## src/rtl/ifetch_pkg.sv

```systemverilog
// Shared constants, queue entry type and PC helper for the instruction fetch unit.
package ifetch_pkg;

    localparam int unsigned PC_W       = 32;
    localparam int unsigned INST_W     = 32;
    localparam int unsigned ENTRY_W    = PC_W + INST_W;
    localparam int unsigned RST_PC_DEF = 0;

    typedef struct packed {
        logic [PC_W-1:0]   pc;
        logic [INST_W-1:0] inst;
    } q_entry_t;

    // Word-indexed increment that wraps from the last memory word back to 0.
    function automatic logic [PC_W-1:0] pc_incr(input logic [PC_W-1:0] pc,
                                                 input int unsigned im_size);
        logic [PC_W-1:0] nxt;
        if (pc == PC_W'(im_size - 1)) begin
            nxt = {PC_W{1'b0}};
        end else begin
            nxt = pc + {{(PC_W-1){1'b0}}, 1'b1};
        end
        return nxt;
    endfunction

endpackage

```

## src/rtl/inst_fetch_if.sv

```systemverilog
// Fetch-side bundle: INST_MEM port, redirect, decode handshake and status.
// Counter outputs exist only when IFETCH_STAT_EN is defined.
interface inst_fetch_if
    import ifetch_pkg::*;
#(
    parameter int unsigned QDEPTH = 4
);
    localparam int unsigned CW = $clog2(QDEPTH) + 1;

    logic [PC_W-1:0]   im_pc;
    logic [INST_W-1:0] im_inst;
    logic              redirect;
    logic [PC_W-1:0]   redirect_pc;
    logic              dec_valid;
    logic              dec_ready;
    logic [INST_W-1:0] dec_inst;
    logic [PC_W-1:0]   dec_pc;
    logic [CW-1:0]     q_count;
    logic              pc_err;
`ifdef IFETCH_STAT_EN
    logic [31:0]       fetch_cnt;
    logic [31:0]       flush_cnt;
`endif

    modport master (
        output im_pc,
        input  im_inst,
        input  redirect,
        input  redirect_pc,
        output dec_valid,
        input  dec_ready,
        output dec_inst,
        output dec_pc,
        output q_count,
`ifdef IFETCH_STAT_EN
        output fetch_cnt,
        output flush_cnt,
`endif
        output pc_err
    );

    modport slave (
        input  im_pc,
        output im_inst,
        output redirect,
        output redirect_pc,
        input  dec_valid,
        output dec_ready,
        input  dec_inst,
        input  dec_pc,
        input  q_count,
`ifdef IFETCH_STAT_EN
        input  fetch_cnt,
        input  flush_cnt,
`endif
        input  pc_err
    );

endinterface

```

## src/rtl/inst_queue.sv

```systemverilog
// Synchronous FIFO of fetched {pc, inst} entries; flush beats push and pop.
// Storage is reset so the head never reads X.
module inst_queue #(
    parameter int unsigned QDEPTH = 4,
    parameter int unsigned W      = 64
) (
    input  logic                       clk,
    input  logic                       rst_n,
    input  logic                       push_i,
    input  logic                       pop_i,
    input  logic                       flush_i,
    input  logic [W-1:0]               din_i,
    output logic [W-1:0]               head_o,
    output logic [$clog2(QDEPTH):0]    count_o,
    output logic                       full_o,
    output logic                       empty_o
);
    localparam int unsigned AW = $clog2(QDEPTH);
    localparam int unsigned CW = AW + 1;

    logic [W-1:0]  mem_q [QDEPTH];
    logic [AW-1:0] wr_ptr_q, wr_ptr_d;
    logic [AW-1:0] rd_ptr_q, rd_ptr_d;
    logic [CW-1:0] count_q, count_d;
    logic          do_push_s;
    logic          do_pop_s;

    assign full_o  = (count_q == CW'(QDEPTH));
    assign empty_o = (count_q == {CW{1'b0}});
    assign count_o = count_q;
    assign head_o  = mem_q[rd_ptr_q];

    // Pointer and occupancy next-state; full/empty gate pushes and pops.
    always_comb begin
        do_push_s = push_i & ~full_o & ~flush_i;
        do_pop_s  = pop_i & ~empty_o & ~flush_i;
        wr_ptr_d  = wr_ptr_q;
        rd_ptr_d  = rd_ptr_q;
        count_d   = count_q;
        if (flush_i) begin
            wr_ptr_d = {AW{1'b0}};
            rd_ptr_d = {AW{1'b0}};
            count_d  = {CW{1'b0}};
        end else begin
            if (do_push_s) begin
                wr_ptr_d = wr_ptr_q + {{(AW-1){1'b0}}, 1'b1};
            end else begin
                wr_ptr_d = wr_ptr_q;
            end
            if (do_pop_s) begin
                rd_ptr_d = rd_ptr_q + {{(AW-1){1'b0}}, 1'b1};
            end else begin
                rd_ptr_d = rd_ptr_q;
            end
            case ({do_push_s, do_pop_s})
                2'b10:   count_d = count_q + {{(CW-1){1'b0}}, 1'b1};
                2'b01:   count_d = count_q - {{(CW-1){1'b0}}, 1'b1};
                default: count_d = count_q;
            endcase
        end
    end

    // Pointer and occupancy registers.
    always_ff @(posedge clk or negedge rst_n) begin
        if (!rst_n) begin
            wr_ptr_q <= {AW{1'b0}};
            rd_ptr_q <= {AW{1'b0}};
            count_q  <= {CW{1'b0}};
        end else begin
            wr_ptr_q <= wr_ptr_d;
            rd_ptr_q <= rd_ptr_d;
            count_q  <= count_d;
        end
    end

    // Entry storage, cleared on reset.
    always_ff @(posedge clk or negedge rst_n) begin
        if (!rst_n) begin
            for (int i = 0; i < int'(QDEPTH); i++) begin
                mem_q[i] <= {W{1'b0}};
            end
        end else if (do_push_s) begin
            mem_q[wr_ptr_q] <= din_i;
        end else begin
            mem_q[wr_ptr_q] <= mem_q[wr_ptr_q];
        end
    end

endmodule

```

## src/rtl/inst_fetch.sv

```systemverilog
// Instruction fetch: word-indexed PC, fetch queue toward decode, redirect/flush.
// Define IFETCH_STAT_EN to add saturating fetch/flush counters.
module inst_fetch
    import ifetch_pkg::*;
#(
    parameter int unsigned IM_SIZE = 100,
    parameter int unsigned QDEPTH  = 4,
    parameter int unsigned RST_PC  = RST_PC_DEF
) (
    input  logic          clk,
    input  logic          rst_n,
    inst_fetch_if.master  bus
);
    localparam int unsigned CW = $clog2(QDEPTH) + 1;

    logic [PC_W-1:0] pc_q, pc_d;
    logic            pc_err_q, pc_err_d;
    logic            push_s;
    logic            pop_s;
    logic            full_s;
    logic            empty_s;
    logic            tgt_ok_s;
    logic [CW-1:0]   count_s;
    q_entry_t        push_entry_s;
    q_entry_t        head_s;

    assign push_entry_s = '{pc: pc_q, inst: bus.im_inst};

    // Push decision uses only pre-edge occupancy; a same-cycle pop does not free a slot.
    always_comb begin
        tgt_ok_s = (bus.redirect_pc < PC_W'(IM_SIZE));
        push_s   = ~bus.redirect & ~full_s;
        pop_s    = ~empty_s & bus.dec_ready;
        pc_err_d = pc_err_q;
        pc_d     = pc_q;
        if (bus.redirect) begin
            if (tgt_ok_s) begin
                pc_d = bus.redirect_pc;
            end else begin
                pc_d     = {PC_W{1'b0}};
                pc_err_d = 1'b1;
            end
        end else if (push_s) begin
            pc_d = pc_incr(pc_q, IM_SIZE);
        end else begin
            pc_d = pc_q;
        end
    end

    // PC and sticky range-error registers.
    always_ff @(posedge clk or negedge rst_n) begin
        if (!rst_n) begin
            pc_q     <= PC_W'(RST_PC);
            pc_err_q <= 1'b0;
        end else begin
            pc_q     <= pc_d;
            pc_err_q <= pc_err_d;
        end
    end

    inst_queue #(
        .QDEPTH (QDEPTH),
        .W      (ENTRY_W)
    ) u_queue (
        .clk     (clk),
        .rst_n   (rst_n),
        .push_i  (push_s),
        .pop_i   (pop_s),
        .flush_i (bus.redirect),
        .din_i   (push_entry_s),
        .head_o  (head_s),
        .count_o (count_s),
        .full_o  (full_s),
        .empty_o (empty_s)
    );

    assign bus.im_pc     = pc_q;
    assign bus.dec_valid = ~empty_s;
    assign bus.dec_inst  = head_s.inst;
    assign bus.dec_pc    = head_s.pc;
    assign bus.q_count   = count_s;
    assign bus.pc_err    = pc_err_q;

`ifdef IFETCH_STAT_EN
    logic [31:0] fetch_cnt_q, fetch_cnt_d;
    logic [31:0] flush_cnt_q, flush_cnt_d;

    // Saturating event counters.
    always_comb begin
        fetch_cnt_d = fetch_cnt_q;
        flush_cnt_d = flush_cnt_q;
        if (push_s && (fetch_cnt_q != 32'hFFFF_FFFF)) begin
            fetch_cnt_d = fetch_cnt_q + 32'd1;
        end else begin
            fetch_cnt_d = fetch_cnt_q;
        end
        if (bus.redirect && (flush_cnt_q != 32'hFFFF_FFFF)) begin
            flush_cnt_d = flush_cnt_q + 32'd1;
        end else begin
            flush_cnt_d = flush_cnt_q;
        end
    end

    // Counter registers.
    always_ff @(posedge clk or negedge rst_n) begin
        if (!rst_n) begin
            fetch_cnt_q <= 32'd0;
            flush_cnt_q <= 32'd0;
        end else begin
            fetch_cnt_q <= fetch_cnt_d;
            flush_cnt_q <= flush_cnt_d;
        end
    end

    assign bus.fetch_cnt = fetch_cnt_q;
    assign bus.flush_cnt = flush_cnt_q;
`endif

endmodule
```

## src/flat_wrapper.sv

```systemverilog
// flat-port wrapper written by rule: the top's interface ports become plain ports
module inst_fetch_flat import ifetch_pkg::*;
#(
    parameter int unsigned IM_SIZE = 100,
    parameter int unsigned QDEPTH  = 4,
    parameter int unsigned RST_PC  = RST_PC_DEF
)
  (clk, rst_n, bus_im_pc, bus_im_inst, bus_redirect, bus_redirect_pc, bus_dec_valid, bus_dec_ready, bus_dec_inst, bus_dec_pc, bus_q_count, bus_pc_err);
  inst_fetch_if #(.QDEPTH(QDEPTH)) bus_i ();
  input  logic clk;
  input  logic rst_n;
  output wire logic [$bits(bus_i.im_pc)-1:0] bus_im_pc;
  input wire logic [$bits(bus_i.im_inst)-1:0] bus_im_inst;
  input wire logic [$bits(bus_i.redirect)-1:0] bus_redirect;
  input wire logic [$bits(bus_i.redirect_pc)-1:0] bus_redirect_pc;
  output wire logic [$bits(bus_i.dec_valid)-1:0] bus_dec_valid;
  input wire logic [$bits(bus_i.dec_ready)-1:0] bus_dec_ready;
  output wire logic [$bits(bus_i.dec_inst)-1:0] bus_dec_inst;
  output wire logic [$bits(bus_i.dec_pc)-1:0] bus_dec_pc;
  output wire logic [$bits(bus_i.q_count)-1:0] bus_q_count;
  output wire logic [$bits(bus_i.pc_err)-1:0] bus_pc_err;
  assign bus_im_pc = bus_i.im_pc;
  assign bus_i.im_inst = bus_im_inst;
  assign bus_i.redirect = bus_redirect;
  assign bus_i.redirect_pc = bus_redirect_pc;
  assign bus_dec_valid = bus_i.dec_valid;
  assign bus_i.dec_ready = bus_dec_ready;
  assign bus_dec_inst = bus_i.dec_inst;
  assign bus_dec_pc = bus_i.dec_pc;
  assign bus_q_count = bus_i.q_count;
  assign bus_pc_err = bus_i.pc_err;
  inst_fetch #(.IM_SIZE(IM_SIZE), .QDEPTH(QDEPTH), .RST_PC(RST_PC)) u_core (.clk(clk), .rst_n(rst_n), .bus(bus_i));
endmodule
```

## config.mk

```make
export PLATFORM = sky130hd
export DESIGN_NAME = inst_fetch_flat
export DESIGN_NICKNAME = d
export VERILOG_FILES = /design/src/rtl/ifetch_pkg.sv /design/src/rtl/inst_fetch_if.sv /design/src/rtl/inst_queue.sv /design/src/rtl/inst_fetch.sv /design/src/flat_wrapper.sv
export SDC_FILE = /design/constraint.sdc
export NUM_CORES = 1
export LEC_CHECK = 0
export CAP_MARGIN = 30
export CORE_ASPECT_RATIO = 1.4
export CORE_MARGIN = 2
export CORE_UTILIZATION = 30
export DETAILED_ROUTE_END_ITERATION = 10
export DONT_BUFFER_PORTS = 1
export MAX_ROUTING_LAYER = met4
export SYNTH_ARGS = -nofsm -noshare
export SYNTH_HDL_FRONTEND = slang
export SYNTH_SLANG_ARGS = --single-unit
```

## constraint.sdc

```tcl
create_clock -name clk -period 5.24 [get_ports clk]
set_clock_uncertainty 0.1 [all_clocks]
set_input_delay 1.572 -clock clk [delete_from_list [all_inputs] [get_ports clk]]
set_output_delay 1.572 -clock clk [all_outputs]
set_load 0.01 [all_outputs]
```

==> results.md, run 1 <==
* Cell Int Power at roughly 5.7 mW
* Clk pin slew, worst setup/hold paths at around 60 ps
* DRC violations left at 0
* Hold Path Class: reg -> reg
* Worst rel slew slack at 0.267
* RSZ-0062 raised after global routing: false
* PostCTS Resize Cnt at 0
* Largest net degree at the start of global routing at slightly below 300
* Status: complete, no violations
* Hold Path Origin: u_core.bus.pc_err
* Final global-route overflow total at 0
* CTS tree: built
* Nets@finish at 1366
* GRT Total Usage at 0.161
* R2r endpoint: u_core.u_queue.mem_q[86]
* #FFs+latches synth at just under 300
* Final ANT Viol Nets at 0
* Die width at 194 µm
* Fin area at around 17000 µm²
* FF-to-FF path depth at 4
* Hpwl dp at 25.7 mm
* Fin Setup TNS at 0 ps
* First-pass GRT wire length at 64.9 mm
* Vias in the first global route at 11100
* WL/cell at between 20 and 25 µm
* Tmin final at between 4000 and 5000 ps
* H-tree Lvls at 2
* Worst skew pair latency at ~520 ps
* Reg2Reg Setup Slack at between 2000 and 2500 ps
* Launch point of the worst reg-to-reg path: u_core.u_queue.wr_ptr_q[0]
* Die area at 52200 µm²
* Power per cell area at 502 nW/µm²
* Period utilization at 0.768
* CTS Buf Count at 35
* # diodes at 0
* Layout area overhead at 11.2%
* Pleak at ~6.3 nW
* Yosys cell types at 54
* Combinational share of power at 0.260
* Cell taking the most area after synthesis: dfrtp_1
* Worst Hold End: u_core.bus.pc_err
* Max VDD drop at between 0.0003 and 0.0004 V
* Max-slew violation count at 0
* Initial Util at 0.303
* Initial DRC count at between 600 and 700
* IO Pins at between 150 and 200
* Detailed Route WL at a little over 40 mm
* Setup crit end kind: output port
* Switch share at 0.321
* Min-Delay Path Depth at 1
* Synth top area share at 0.490
* Worst Max-Slew Pin Slew at about 1100 ps
* Commonest non-fill, non-tap cell in the layout: dfrtp_1
* Die H at 270 µm
* Final hold violations at 0
* CP max FO at 25
* Primary FF master, synth: dfrtp_1
* CTS hold repair buffers at 0
* Clock sink total at around 300
* Synth Warn # at 0
* Crit Path Class: reg -> out
* Arrival @ worst endpoint at between 2000 and 2500 ps
* Ys async rst share at 1.00
* Seq/Total Area, Yosys at 0.490
* Mapped Cells at roughly 1400
* Place WS at approximately 1700 ps
* Worst Path Required at 3570 ps
* Number of buffers on the longest clock path at 3
* Commonest non-fill, non-tap cells in the layout: dfrtp_1, nor2_1, a21oi_1
* # Post-CTS Setup Buffers at 0
* Core Area at about 50000 µm²
* DR vias at between 10000 and 15000
* Synth Net Count at between 1000 and 1500
* Synthesized area at between 15000 and 20000 µm²
* Reg power frac at 0.449
* DRT Pass-1 Iters at 5
* Syn Area/Cell at about 11 µm²
* Fmax at between 0.2 and 0.25 GHz
* Core Rows at 97
* Vias per std cell at between 5 and 6
* Placed Area at about 16000 µm²
* Layout cells sized above 1 at 0.164
* CTS root buf: clkbuf_16
* Count of flip-flops with a built-in enable after synthesis at 0
* Max Cap Viol at 0
* Initial antenna violation count at 0
* Synth area leaders: dfrtp_1, mux4_2, a21oi_1
* Sw Pwr at around 2.7 mW
* Worst Setup Start Kind: flop
* Final setup fails at 0
* IO buf count at 0
* Final Worst Setup Slack at roughly 1200 ps
* Gpl congestion at 0.801
* Clk pwr share at 0.291
-- state kept, by name, summed over array words and instances (netlist names) --
name,count
u_core.bus.im_pc,32
u_core.bus.pc_err,1
u_core.u_queue.count_o,3
u_core.u_queue.mem_q,256
u_core.u_queue.rd_ptr_q,2
u_core.u_queue.wr_ptr_q,2
-- critical path, cell delays in order, from the launching register on --
cell and delay, ps:
dfrtp_4 770, buf_4 420, mux4_2 610
-- worst max-delay path by stage --
stage                                   to                        from  slack [ps]
after floorplan           bus_dec_inst[25]  u_core.u_queue.rd_ptr_q[0]        1880
after global placement    bus_dec_inst[21]  u_core.u_queue.rd_ptr_q[0]        1710
after detailed placement  bus_dec_inst[25]  u_core.u_queue.rd_ptr_q[0]        1690
after CTS                 bus_dec_inst[22]  u_core.u_queue.rd_ptr_q[0]        1120
after global routing      bus_dec_inst[22]  u_core.u_queue.rd_ptr_q[0]        1040
final                     bus_dec_inst[22]  u_core.u_queue.rd_ptr_q[0]        1210
-- Yosys cell counts, drive strengths merged (2+ instances only) --
| cell type | instances |
|---|---|
| dfrtp | 296 |
| nor2 | 278 |
| a21oi | 275 |
| mux4 | 128 |
| clkbuf | 78 |
| mux2i | 69 |
| buf | 40 |
| nand2 | 34 |
| nand3 | 17 |
| a31oi | 16 |
| nor4 | 16 |
| o21ai | 16 |
| nand4 | 13 |
| inv | 12 |
| nor3 | 7 |
| and4 | 5 |
| ha | 5 |
| a22oi | 4 |
| and3 | 4 |
| o21a | 4 |
| and2 | 3 |
| nand2b | 3 |
| xnor2 | 3 |
| a32oi | 2 |
| nand3b | 2 |
| o211ai | 2 |
| o41ai | 2 |
| or2 | 2 |
| or3 | 2 |
| or4 | 2 |
| xor2 | 2 |
-- cell families after synthesis --
group | share of synthesized area
multiplexers | 0.236
XOR/XNOR | 0.00290
adder cells (fa/ha/maj) | 0.00414
flip-flops | 0.490
AND/OR/NAND/NOR | 0.114
AO/OA/AOI/OAI | 0.117
buffers and inverters | 0.0361
-- metal layers --
| metal | GRT usage | wire (µm) |
|---|---|---|
| met1 | 0.199 | 16900 |
| met2 | 0.267 | 20500 |
| met3 | 0.0266 | 2180 |
| met4 | 0.0530 | 1060 |
| met5 | - | 0 |
-- metrics by stage --
step | std cells | power, mW | util | hold WS, ps
finish | 1957 | 8.43 | 0.337 | 433
global route | 1957 | 8.96 | 0.337 | 459
CTS | 1957 | 8.54 | 0.337 | 439
detailed placement | 1899 | 6.03 | 0.314 | 426
global placement | 1898 | 5.91 | 0.314 | 414
floorplan | 1357 | 5.42 | - | 393
-- power groups by stage --
stage | Combinational [mW] | Clock [mW] | Sequential (mW)
final | 2.19 | 2.45 | 3.79
after global routing | 2.44 | 2.61 | 3.91
after CTS | 2.22 | 2.53 | 3.79
after detailed placement | 2.22 | 0 | 3.81
after global placement | 2.14 | 0 | 3.77
after floorplan | 1.89 | 0 | 3.54
-- layout make-up --
| cell class | instances | area, µm² |
|---|---|---|
| Multi-Input combinational cell | 931 | 7230 |
| Sequential cell | 296 | 7420 |
| Timing Repair Buffer | 17 | 165 |
| Clock buffer | 49 | 1010 |
| Clock inverter | 9 | 133 |
| Inverter | 12 | 45.0 |
| Tap cell | 643 | 805 |
| Fill cell | 4878 | 33100 |
Power figures use the tool's default switching activity.
==> run 2: changes to the inputs <==
--- a/config.mk
+++ b/config.mk
@@ -5,6 +5,7 @@
 export SDC_FILE = /design/constraint.sdc
 export NUM_CORES = 1
 export LEC_CHECK = 0
+export ABC_AREA = 1
 export CAP_MARGIN = 30
 export CORE_ASPECT_RATIO = 1.4
 export CORE_MARGIN = 2
==> constraint.sdc (replaced) <==
create_clock -name clk -period 3.4 [get_ports clk]
set_clock_uncertainty 0.1 [all_clocks]
set_input_delay 1.02 -clock clk [delete_from_list [all_inputs] [get_ports clk]]
set_output_delay 1.02 -clock clk [all_outputs]
set_load 0.01 [all_outputs]
==> results.md, run 2 <==
* Status: complete, no violations
* Post-Synth XOR/XNOR Area at 0.00611
* Vias per std cell at 5.39
* First-pass GRT wire length at between 80 and 90 mm
* CTS tree: built
* H-tree Lvls at 2
* CP Buf/Inv Count at 3
* # Post-CTS Setup Buffers at 0
* Launch point of the worst reg-to-reg path: u_core.u_queue.wr_ptr_q[0]
* Synth area leaders: dfrtp_1, nand2_1, nand3_1
* CTS root buf: clkbuf_16
* Most frequent CP cell: a21oi_1
* IO Pins at roughly 170
* Core Rows at between 100 and 150
* Worst skew pair latency at between 500 and 600 ps
* Most flop-heavy register: u_core.u_queue.mem_q
* Pleak at a little under 9 nW
* Number of buffers on the longest clock path at 3
* Commonest non-fill, non-tap cells in the layout: nand2_1, nand3_1, dfrtp_1
* Tmin final at around 3300 ps
* Commonest cells in the netlist: nand2_1, nand3_1, dfrtp_1
* CP peak stage delay at ~500 ps
* IO buf count at 0
* Power per cell area at 889 nW/µm²
* Layout area overhead at 12.2%
* Combinational share of power at 0.431
* Cell taking the most area after synthesis: dfrtp_1
* Mux cell area share after synthesis at 0
* Largest register FFs at 256
* CP max FO at 41
* Clock sink total at just under 300
* Hpwl dp at ~35 mm
* Detailed Route WL at between 50 and 60 mm
* Worst Path Required at between 2000 and 2500 ps
* Final Worst Setup Slack at ~130 ps
* Max-slew violation count at 0
* CTS Buf Count at 36
* Synth top area share at 0.431
* Worst rel slew slack at 0.324
* Arrival @ worst endpoint at around 2200 ps
* Largest net degree at the start of global routing at 297
* WL/cell at 18.6 µm
* Clk pwr share at 0.217
* Seq/Total Area, Yosys at 0.431
* Worst Setup Start Kind: flop
* Sw Pwr at 7.43 mW
* Period utilization at 0.961
* Ys async rst share at 1.00
* DR vias at ~16000
* Final core utilization at 0.341
* Fillers at around 6000
* Primary FF master, synth: dfrtp_1
* CP max-delay cell: dfrtp_4
* Vias in the first global route at 15791
* FF-to-FF path depth at 5
* Initial DRC count at 1480
* Cell family with the largest share of critical-path delay: buffers and inverters
* Synth Warn # at 0
* Largest family of logic cells by synthesized area: simple AND/OR/NAND/NOR gates
* Commonest non-fill, non-tap cell in the layout: nand2_1
* Yosys cell types at 39
* GRT Total Usage at 0.195
* Synth Area in Simple Gates at 0.284
* Crit-path cells: inv_8 -> buf_6 -> a21oi_1 -> a21oi_1 -> buf_4
* Fin area at a little under 20000 µm²
* Fin Setup TNS at 0 ps
* Post-Synth Adder-Cell Area at 0.00364
* Max Cap Viol at 0
* Final global-route overflow total at 0
* Count of flip-flops with a built-in enable after synthesis at 0
* Crit Path Class: reg -> out
* Switch share at 0.433
* R2r endpoint: u_core.u_queue.mem_q[17]
* Final setup fails at 0
* Most common cell in the synthesized netlist: nand2_1
* Layout cells sized above 1 at 0.114
* RSZ-0062 raised after global routing: false
* Max VDD drop at about 0.00036 V
* Reg power frac at 0.352
* Setup crit end kind: output port
* Complex-gate fraction of the synthesized area at 0.189
* Place WS at 531 ps
* Cell Int Power at approximately 9.7 mW
* Die H at 287 µm
* Initial Util at 0.304
* Fmax at 0.306 GHz
* Initial antenna violation count at 5
* #FFs+latches synth at approximately 300
* Die area at 59300 µm²
* Core Area at approximately 57000 µm²
* Placed Area at 18200 µm²
* Gpl congestion at around 0.83
* DRC violations left at 0
* Pwr Total at ~17 mW
* Worst Max-Slew Pin Slew at slightly above 1000 ps
* Synth Net Count at between 2000 and 2500
* Reg2Reg Setup Slack at 950 ps
* Nets@finish at 2344
* Clk pin slew, worst setup/hold paths at roughly 60 ps
* Hold Path Class: in -> async
* Final hold violations at 0
* Die width at 206 µm
* Synthesized area at approximately 17000 µm²
* Syn Area/Cell at 7.44 µm²
* Final ANT Viol Nets at 0
* DRT Pass-1 Iters at 5
* Mapped Cells at between 2000 and 2500
[run 2: cell count changes in the layout (fill, tap and decap cells not counted), sizes merged, moves of 62 or more]
cell    before  now
inv         12  196
mux2i       69    0
mux4       128    0
nand2       34  563
nand3       17  360
nor2       278   63
o211ai       2   64
o21ai       16  279
[run 2: through the flow]
stage                     cells  hold WS, ps
final                      3031         87.0
after global routing       3031         52.6
after CTS                  3026         40.5
after detailed placement   2968          385
after global placement     2967          383
after floorplan            2313          366
[run 2: logic make-up (layout without fill, tap and decap cells)]
kind of cell / Yosys count / after routing
AOI/OAI and AO/OA: 610 / 610
buffers and inverters: 353 / 331
other: 0 / 5
xor gates and xnor gates: 12 / 12
and+or+nand+nor: 1037 / 1037
DFF: 296 / 296
adders and majority gates: 5 / 5
[run 2: layout make-up]
cell class | instances | area (µm²) | share of cell area
Inverter | 195 | 749 | 0.0388
Clock inverter | 4 | 40.0 | 0.00207
Sequential cell | 296 | 7410 | 0.384
Clock buffer | 54 | 1060 | 0.0549
Antenna cell | 5 | 12.5 | 0.000648
Tap cell | 735 | 920 | 0.0477
Timing Repair Buffer | 78 | 731 | 0.0379
Multi-Input combinational cell | 1664 | 8370 | 0.434
[run 2: layer usage]
| layer | up-vias | GRT usage | part of all wire |
|---|---|---|---|
| met1 | 7989 | 0.236 | 0.41 |
| met2 | 560 | 0.323 | 0.49 |
| met3 | 118 | 0.0304 | 0.060 |
| li1 | 7667 | - | - |
| met4 | 0 | 0.0782 | 0.034 |
| met5 | - | - | 0 |
[run 2: repair_timing]
action	in CTS	in global routing
setup endpoints to repair	8	9
gates resized for setup	2	2
hold buffers	0	0
[run 2: worst max path at each step]
stage	from	to	slack, ps	depth (start not counted)
CTS	u_core.u_queue.rd_ptr_q[0]	bus_dec_pc[22]	10	5
global route	u_core.u_queue.rd_ptr_q[0]	bus_dec_pc[20]	40	5
floorplan	u_core.u_queue.rd_ptr_q[1]	bus_dec_pc[0]	1030	5
detailed placement	u_core.u_queue.rd_ptr_q[0]	bus_dec_pc[22]	530	5
global placement	u_core.u_queue.rd_ptr_q[0]	bus_dec_pc[22]	550	5
finish	u_core.u_queue.rd_ptr_q[0]	bus_dec_pc[18]	130	5
[run 2: power by group through the flow]
stage | sequential (mW) | combinational (mW) | clock (mW)
floorplan | 5.75 | 5.21 | 0
global route | 6.20 | 8.28 | 3.99
detailed placement | 6.05 | 7.42 | 0
global placement | 6.00 | 7.26 | 0
finish | 6.03 | 7.39 | 3.72
CTS | 6.00 | 7.45 | 3.86
